## src/rtl/etm_pkg.sv

```systemverilog
// rtl/etm_pkg.sv - shared constants and helpers for the ETM approximate-region pipeline
package etm_pkg;

  localparam logic MODE_FILL = 1'b0;
  localparam logic MODE_ZERO = 1'b1;

  // Bits needed to hold a leading-zero count in 0..w inclusive.
  function automatic int lz_width(input int w);
    int n;
    n = 0;
    while ((1 << n) < (w + 1)) n++;
    return n;
  endfunction

endpackage

```

## src/rtl/etm_approx_pipe_if.sv

```systemverilog
// rtl/etm_approx_pipe_if.sv - operand/result stream bundle for etm_approx_pipe
interface etm_approx_pipe_if
  import etm_pkg::*;
#(
  parameter int W   = 8,
  parameter int LZW = lz_width(W)
);

  logic           in_valid;
  logic           in_ready;
  logic [W-1:0]   a;
  logic [W-1:0]   b;
  logic           mode;
  logic           out_valid;
  logic           out_ready;
  logic [2*W-1:0] c;
  logic [LZW-1:0] lz;

  modport slave (
    input  in_valid, a, b, mode, out_ready,
    output in_ready, out_valid, c, lz
  );

  modport master (
    output in_valid, a, b, mode, out_ready,
    input  in_ready, out_valid, c, lz
  );

endinterface

```

## src/rtl/etm_mask_gen.sv

```systemverilog
// rtl/etm_mask_gen.sv - combinational leading-one thermometer mask and leading-zero count
module etm_mask_gen
  import etm_pkg::*;
#(
  parameter  int W   = 8,
  localparam int LZW = lz_width(W)
) (
  input  logic [W-1:0]   o,
  input  logic           mode,
  output logic [2*W-1:0] c,
  output logic [LZW-1:0] lz
);

  logic [W-1:0] upper;
  logic         acc;
  int           cnt;
  logic         found;

  // Sweep from the MSB down: once a one is seen every lower upper-half bit is set.
  always_comb begin
    upper = '0;
    acc   = 1'b0;
    for (int i = W - 1; i >= 0; i--) begin
      acc      = acc | o[i];
      upper[i] = acc;
    end
  end

  always_comb begin
    cnt   = W;
    found = 1'b0;
    for (int i = W - 1; i >= 0; i--) begin
      if (!found && o[i]) begin
        cnt   = W - 1 - i;
        found = 1'b1;
      end
    end
  end

  always_comb begin
    c[2*W-1:W] = upper;
    c[W-1:0]   = (mode == MODE_ZERO) ? '0 : {W{upper[0]}};
    lz         = LZW'(cnt);
  end

endmodule

```

## src/rtl/etm_approx_pipe.sv

```systemverilog
// rtl/etm_approx_pipe.sv - two-stage valid/ready pipeline around etm_mask_gen
module etm_approx_pipe
  import etm_pkg::*;
#(
  parameter  int W   = 8,
  localparam int LZW = lz_width(W)
) (
  input  logic               clk,
  input  logic               rst_n,
  etm_approx_pipe_if.slave   bus
);

  logic           s1_valid;
  logic [W-1:0]   s1_o;
  logic           s1_mode;
  logic           s2_valid;
  logic [2*W-1:0] s2_c;
  logic [LZW-1:0] s2_lz;
  logic           s1_adv;
  logic           s2_adv;
  logic [2*W-1:0] mg_c;
  logic [LZW-1:0] mg_lz;

  // S1 may fill even while S2 is stalled, so two beats can be held under backpressure.
  assign s2_adv       = ~s2_valid | bus.out_ready;
  assign s1_adv       = ~s1_valid | s2_adv;
  assign bus.in_ready = s1_adv;

  always_ff @(posedge clk or negedge rst_n) begin
    if (!rst_n) begin
      s1_valid <= 1'b0;
      s1_o     <= '0;
      s1_mode  <= MODE_FILL;
    end else if (s1_adv) begin
      s1_valid <= bus.in_valid;
      if (bus.in_valid) begin
        s1_o    <= bus.a | bus.b;
        s1_mode <= bus.mode;
      end
    end
  end

  etm_mask_gen #(.W(W)) u_mask_gen (
    .o    (s1_o),
    .mode (s1_mode),
    .c    (mg_c),
    .lz   (mg_lz)
  );

  always_ff @(posedge clk or negedge rst_n) begin
    if (!rst_n) begin
      s2_valid <= 1'b0;
      s2_c     <= '0;
      s2_lz    <= '0;
    end else if (s2_adv) begin
      s2_valid <= s1_valid;
      if (s1_valid) begin
        s2_c  <= mg_c;
        s2_lz <= mg_lz;
      end
    end
  end

  assign bus.out_valid = s2_valid;
  assign bus.c         = s2_c;
  assign bus.lz        = s2_lz;

endmodule
```

## src/flat_wrapper.sv

```systemverilog
// flat-port wrapper written by rule: the top's interface ports become plain ports
module etm_approx_pipe_flat import etm_pkg::*;
#(
  parameter  int W   = 8,
  localparam int LZW = lz_width(W)
)
  (clk, rst_n, bus_in_valid, bus_a, bus_b, bus_mode, bus_out_ready, bus_in_ready, bus_out_valid, bus_c, bus_lz);
  etm_approx_pipe_if #(.W(W)) bus_i ();
  input  logic clk;
  input  logic rst_n;
  input wire logic [$bits(bus_i.in_valid)-1:0] bus_in_valid;
  input wire logic [$bits(bus_i.a)-1:0] bus_a;
  input wire logic [$bits(bus_i.b)-1:0] bus_b;
  input wire logic [$bits(bus_i.mode)-1:0] bus_mode;
  input wire logic [$bits(bus_i.out_ready)-1:0] bus_out_ready;
  output wire logic [$bits(bus_i.in_ready)-1:0] bus_in_ready;
  output wire logic [$bits(bus_i.out_valid)-1:0] bus_out_valid;
  output wire logic [$bits(bus_i.c)-1:0] bus_c;
  output wire logic [$bits(bus_i.lz)-1:0] bus_lz;
  assign bus_i.in_valid = bus_in_valid;
  assign bus_i.a = bus_a;
  assign bus_i.b = bus_b;
  assign bus_i.mode = bus_mode;
  assign bus_i.out_ready = bus_out_ready;
  assign bus_in_ready = bus_i.in_ready;
  assign bus_out_valid = bus_i.out_valid;
  assign bus_c = bus_i.c;
  assign bus_lz = bus_i.lz;
  etm_approx_pipe #(.W(W)) u_core (.clk(clk), .rst_n(rst_n), .bus(bus_i));
endmodule
```

## config.mk

```make
export PLATFORM = sky130hd
export DESIGN_NAME = etm_approx_pipe_flat
export DESIGN_NICKNAME = d
export VERILOG_FILES = /design/src/rtl/etm_pkg.sv /design/src/rtl/etm_approx_pipe_if.sv /design/src/rtl/etm_mask_gen.sv /design/src/rtl/etm_approx_pipe.sv /design/src/flat_wrapper.sv
export SDC_FILE = /design/constraint.sdc
export NUM_CORES = 1
export LEC_CHECK = 0
export CAP_MARGIN = 15
export CORE_ASPECT_RATIO = 0.75
export CORE_UTILIZATION = 42
export DETAILED_ROUTE_END_ITERATION = 8
export PLACE_DENSITY = 0.85
export SLEW_MARGIN = 20
export SYNTH_ARGS = -nofsm -noshare
export SYNTH_HDL_FRONTEND = slang
export SYNTH_SLANG_ARGS = --single-unit
```

## constraint.sdc

```tcl
create_clock -name clk -period 1.5 [get_ports clk]
set_input_delay 0.225 -clock clk [delete_from_list [all_inputs] [get_ports clk]]
set_output_delay 0.225 -clock clk [all_outputs]
set_load 0.01 [all_outputs]
```

# After elaboration in Yosys (flattened, before gate mapping)
# Cells that the tools add are included.
# word_totals
reg_bits	31
in_bits	21
wordCells	50
# op_classes
muxes	16
reduce_logical	16
n_bitwise	12
# ops
operator	n
$mux W4	8
$or A1 B1 Y1	9
$mux W8	1
$or A8 B8 Y8	1
$logic_and A1 B1 Y1	7
$logic_not A1 Y1	7
$mux W1	7
$reduce_and A2 Y1	2
$not A1 Y1	2

# Logic depth before layout (Yosys ltp)
# logic_depth
ltp_word	22
ltp_mapped	5
ltp_nobuf	4

# Cells and area by module
# A second synthesis with hierarchy kept.
# unflattened
cells_unflattened	116
hier_area_um2	1402.6
# by_module_without_submodules
mod	seq_area_each_um2	instances	cells_per_inst	area_each_um2
etm_approx_pipe	775.7	1	87	1198.6
etm_mask_gen	0.0	1	29	203.9

# Worst setup path before layout
# No wires, ideal clock.
# synth_path
path_type	reg2reg
start	reg u_core.s2_valid, in the netlist u_core.bus.out_valid
end	reg u_core.s2_lz[3], in the netlist u_core.bus.lz[3]
t_arrival_ns	1.204
slack_ns	0.168
required_time_ns	1.372
period_less_slack_ns	1.332
path_stages_with_launch	5
n_path_buf	1
path_cell_list	dfrtp_1 nand2b_1 and2_1 clkbuf_1 mux2_1
# synth_between
elab_chain_len	3
# synth_lines
element	line_no	rtl
start: declaration	etm_approx_pipe.sv:16	logic s2_valid;
start signal: assignment	etm_approx_pipe.sv:56	s2_valid <= s1_valid;
$not A1 Y1	etm_approx_pipe.sv:25	assign s2_adv = ~s2_valid | bus.out_ready;
$or A1 B1 Y1	etm_approx_pipe.sv:25	
$reduce_and A2 Y1 (no line)	--	
end signal: assignment	etm_approx_pipe.sv:59	s2_lz <= mg_lz;
end: declaration	etm_approx_pipe.sv:18	logic [LZW-1:0] s2_lz;
# No other way between the ends.
# A chain may end at the register's enable or synchronous reset.

# Worst setup path in the final report
# layout_path
start	reg u_core.s2_c[13], in the netlist u_core.bus.c[13]
end	out bus_c[13]
# layout_lines
element	line_no	rtl
start: declaration	etm_approx_pipe.sv:17	logic [2*W-1:0] s2_c;
start signal: assignment	etm_approx_pipe.sv:58	s2_c <= mg_c;
end: declaration	flat_wrapper.sv:18	output wire logic [$bits(bus_i.c)-1:0] bus_c;
# No word-level cell between the ends.

==> impl_metrics.prom <==
# TYPE chip_impl_metric gauge
chip_impl_metric{name="syn-mean-instance-area",unit="um2"} 10.0
chip_impl_metric{name="fp-row-count",unit=""} 15
chip_impl_metric{name="antenna_found_initial",unit=""} 0
chip_impl_metric{name="synth_cell_type_count",unit=""} 26
chip_impl_metric{name="die_footprint",unit="um2"} 2720
chip_impl_info{name="critical_path.top_delay_family",value="buffers and inverters"} 1
chip_impl_metric{name="share_of_total_power_consumed_by_net_switching",unit="%"} 29.7
chip_impl_metric{name="mappedNetlistArea",unit="um2"} 1050
chip_impl_info{name="tritoncts",value="done"} 1
chip_impl_metric{name="synth_enable_flop_cells",unit=""} 0
chip_impl_metric{name="drive_gt1_share",unit="%"} 12.2
chip_impl_metric{name="arrival",unit="ns"} 1.24
chip_impl_metric{name="p_seq_share",unit="%"} 52.1
chip_impl_metric{name="cap_violations",unit=""} 0
chip_impl_info{name="worst_hold_path_type",value="in2async"} 1
chip_impl_metric{name="floorplan.die.height",unit="um"} 45.4
chip_impl_metric{name="wire_length_of_the_first_global_routing_pass",unit="um"} 3700
chip_impl_metric{name="maxSlewHeadroom",unit="%"} 77.6
chip_impl_metric{name="io_buffers",unit=""} 42
chip_impl_metric{name="remaining_drc_errors",unit=""} 0
chip_impl_metric{name="post-cts-setup-buffer-count",unit=""} 0
chip_impl_metric{name="final.setup_skew",unit="ns"} 0.00675
chip_impl_metric{name="power_density",unit="nW/um2"} 1020
chip_impl_metric{name="synth_seq_cells",unit=""} 24
chip_impl_info{name="synthFlopType",value="sky130_fd_sc_hd__dfrtp_1"} 1
chip_impl_metric{name="clk_transition_reported_paths",unit="ns"} 0.13
chip_impl_info{name="ctsRootBufferMaster",value="sky130_fd_sc_hd__clkbuf_4"} 1
chip_impl_metric{name="report.power.total",unit="W"} 0.00158
chip_impl_metric{name="final_number_of_setup_violating_endpoints",unit=""} 0
chip_impl_metric{name="max_freq",unit="MHz"} 681
chip_impl_metric{name="dr_total_vias",unit=""} 885
chip_impl_metric{name="num_antenna_cells",unit=""} 0
chip_impl_metric{name="place_congestion",unit=""} 0.803
chip_impl_metric{name="post_synth_inst_count",unit=""} 105
chip_impl_metric{name="design.final.nets",unit=""} 170
chip_impl_metric{name="worst_skew_pair_later_pin_latency",unit="ns"} 0.32
chip_impl_metric{name="final_design_area_no_fill",unit="um2"} 1550
chip_impl_metric{name="worst_path_largest_cell_delay",unit="ns"} 0.54
chip_impl_metric{name="final-instance-count-excl-fill",unit=""} 182
chip_impl_metric{name="min_period_over_period",unit="%"} 97.8
chip_impl_metric{name="setup_tns",unit="ns"} 0
chip_impl_metric{name="internal_power",unit="W"} 0.00111
chip_impl_metric{name="postSynthNetCount",unit=""} 126
chip_impl_metric{name="synth-seq-area-share",unit="%"} 56.9
chip_impl_metric{name="ys.warnings.count",unit=""} 0
chip_impl_metric{name="timing.final.hold_violations",unit=""} 0
chip_impl_metric{name="numPlacedInstances",unit=""} 178
chip_impl_info{name="start_kind",value="register"} 1
chip_impl_metric{name="initial_core_util",unit="%"} 45.3
chip_impl_metric{name="number_of_top_level_design_ports",unit=""} 43
chip_impl_metric{name="worst_slack",unit="ns"} 0.0325
chip_impl_info{name="worst-setup-path-type",value="reg2out"} 1
chip_impl_metric{name="core_footprint",unit="um2"} 2330
chip_impl_metric{name="overall_track_demand_over_capacity_in_global_routing",unit="%"} 19.1
chip_impl_metric{name="finalWorstPathRequiredPeriod",unit="ns"} 1.47
chip_impl_info{name="rsz0062_at_grt",value="false"} 1
chip_impl_metric{name="final_count_of_pins_violating_max_slew",unit=""} 0
chip_impl_metric{name="cts-root-to-sink-buffers",unit=""} 2
chip_impl_metric{name="power.net_switching",unit="W"} 0.000469
chip_impl_metric{name="vias_per_cell",unit=""} 4.86
chip_impl_metric{name="synth-async-reset-ratio",unit="%"} 100
chip_impl_info{name="cpMaxStageDelayCell",value="sky130_fd_sc_hd__clkdlybuf4s50_1"} 1
chip_impl_metric{name="drt-pass1-iter-count",unit=""} 4
chip_impl_metric{name="cts-htree-levels",unit=""} 1
chip_impl_metric{name="postRouteWirelength",unit="um"} 2270
chip_impl_metric{name="max_slew.worst_pin.slew",unit="ns"} 0.336
chip_impl_info{name="path_cells",value="clkdlybuf4s50_1"} 1
chip_impl_metric{name="detail-route-antenna-nets",unit=""} 0
chip_impl_metric{name="die_width",unit="um"} 59.9
chip_impl_metric{name="portion_of_total_power_attributed_to_combinational_logic",unit="%"} 26.2
chip_impl_info{name="run_status",value="finished clean"} 1
chip_impl_metric{name="leakagePower",unit="nW"} 0.731
chip_impl_metric{name="detailed_place.area",unit="um2"} 1510
chip_impl_metric{name="critPathBufInv",unit=""} 1
chip_impl_metric{name="place_worst_setup_slack",unit="ns"} -0.0999
chip_impl_metric{name="drtIter0Drc",unit=""} 12
chip_impl_metric{name="worst-path-max-fanout",unit=""} 2
chip_impl_metric{name="grt_max_degree",unit=""} 25
chip_impl_metric{name="required_worst_endpoint",unit="ns"} 1.27
chip_impl_metric{name="cts.hold.buffers_added",unit=""} 0
chip_impl_metric{name="cts_inserted_buffers",unit=""} 3
chip_impl_metric{name="detailedPlacementHpwl",unit="um"} 1760
chip_impl_metric{name="clock-sinks",unit=""} 24
chip_impl_info{name="worst_setup_path_end_kind",value="output port"} 1
chip_impl_metric{name="p_clk_share",unit="%"} 21.7
chip_impl_metric{name="area_growth",unit="%"} 46.6
chip_impl_metric{name="first_global_vias",unit=""} 862
chip_impl_metric{name="max-vdd-ir-drop",unit="uV"} 622
chip_impl_metric{name="grt.overflow.total",unit=""} 0
chip_impl_metric{name="route.detailed.wl_per_inst",unit="um"} 12.5
## path summary, 6_finish.rpt
check	cells past startpoint	startpoint	endpoint	slack (ns)
max in group asynchronous	2	rst_n	u_core.bus.c[7]$_DFFE_PN0P_	1.02
setup reg to reg	4	u_core.s1_o[2]$_DFFE_PN0P_	u_core.bus.lz[1]$_DFFE_PN0P_	0.09
hold reg to reg	1	u_core.s1_mode$_DFFE_PN0P_	u_core.bus.c[7]$_DFFE_PN0P_	0.47
min in group clk	1	u_core.s1_mode$_DFFE_PN0P_	u_core.bus.c[7]$_DFFE_PN0P_	0.47
setup / recovery	1	u_core.bus.c[13]$_DFFE_PN0P_	bus_c[13]	0.03
hold / removal	2	rst_n	u_core.bus.c[14]$_DFFE_PN0P_	0.23
## power by group through the flow
stage | Clock, W | Sequential, W | Combinational [W]
2_1_floorplan | 0 | 0.000840 | 0.000202
3_3_place_gp | 0 | 0.000829 | 0.000445
3_5_place_dp | 0 | 0.000838 | 0.000460
4_1_cts | 0.000349 | 0.000824 | 0.000426
5_1_grt | 0.000370 | 0.000836 | 0.000454
6_report | 0.000343 | 0.000824 | 0.000414
## area by class of cell
type / instances / area [um2]
clock buffers: 4 / 36.3
repair buffers: 49 / 475
multi-input cells: 70 / 387
well taps: 34 / 42.5
flip-flops and latches: 24 / 602
inverters: 1 / 3.75
fillers: 200 / 781
## routing by layer
layer / vias up / share of wire (%) / GRT usage, %
li1: 438 / - / -
met1: 415 / 45 / 23.4
met2: 27 / 48 / 31.6
met3: 5 / 5.3 / 6.53
met4: 0 / 1.2 / 6.98
met5: - / 0 / 0
## synth_stat cells, drive strengths merged (2+ instances only)
master / number / share of area (%)
dfrtp: 24 / 57
nor2: 14 / 5.0
nand2b: 3 / 1.8
o21ai: 13 / 6.2
nor3: 3 / 1.9
nand2: 20 / 7.4
clkbuf: 2 / 0.71
a21oi: 3 / 1.4
buf: 8 / 5.5
mux2: 2 / 2.1
a31oi: 2 / 1.2
## sequential cells by signal, indices dropped and copies added (netlist names)
name / flops
u_core.bus.c: 9
u_core.s1_o: 8
u_core.bus.lz: 4
u_core.bus.out_valid: 1
u_core.s1_mode: 1
u_core.s1_valid: 1
## kinds of logic (layout without fill, tap and decap cells)
logic type | after synthesis | after routing | share of synthesized area, %
AOI/OAI and AO/OA | 24 | 24 | 13.6
and+or+nand+nor | 44 | 44 | 20.8
buffers and inverters | 11 | 54 | 6.52
muxes | 2 | 2 | 2.14
DFF | 24 | 24 | 56.9
## layout by cell type (no fill, tap or decap), drive strengths merged, types with 2 or more instances in the layout
cell type,synthesis,layout
clkdlybuf4s50,0,26
dlygate4sd2,0,10
nand2b,3,3
dfrtp,24,24
nand2,20,20
nor3,3,3
a31oi,2,2
nor2,14,14
a21oi,3,3
buf,8,7
dlymetal6s2s,0,6
mux2,2,2
o21ai,13,13
clkbuf,2,4
## through the flow
step | hold WS (ns) | utilization, %
after floorplan | -0.0706 | -
after global placement | 0.460 | 64.7
after detailed placement | 0.461 | 64.7
after CTS | 0.241 | 65.8
after global routing | 0.266 | 66.5
final | 0.232 | 66.5
## repair_timing
item / CTS / global route
hold endpoints to repair: 0 / 0
endpoints found under the setup margin: 10 / 7
resized for setup: 11 / 7
No activity file was read; power rests on OpenSTA's default activity.
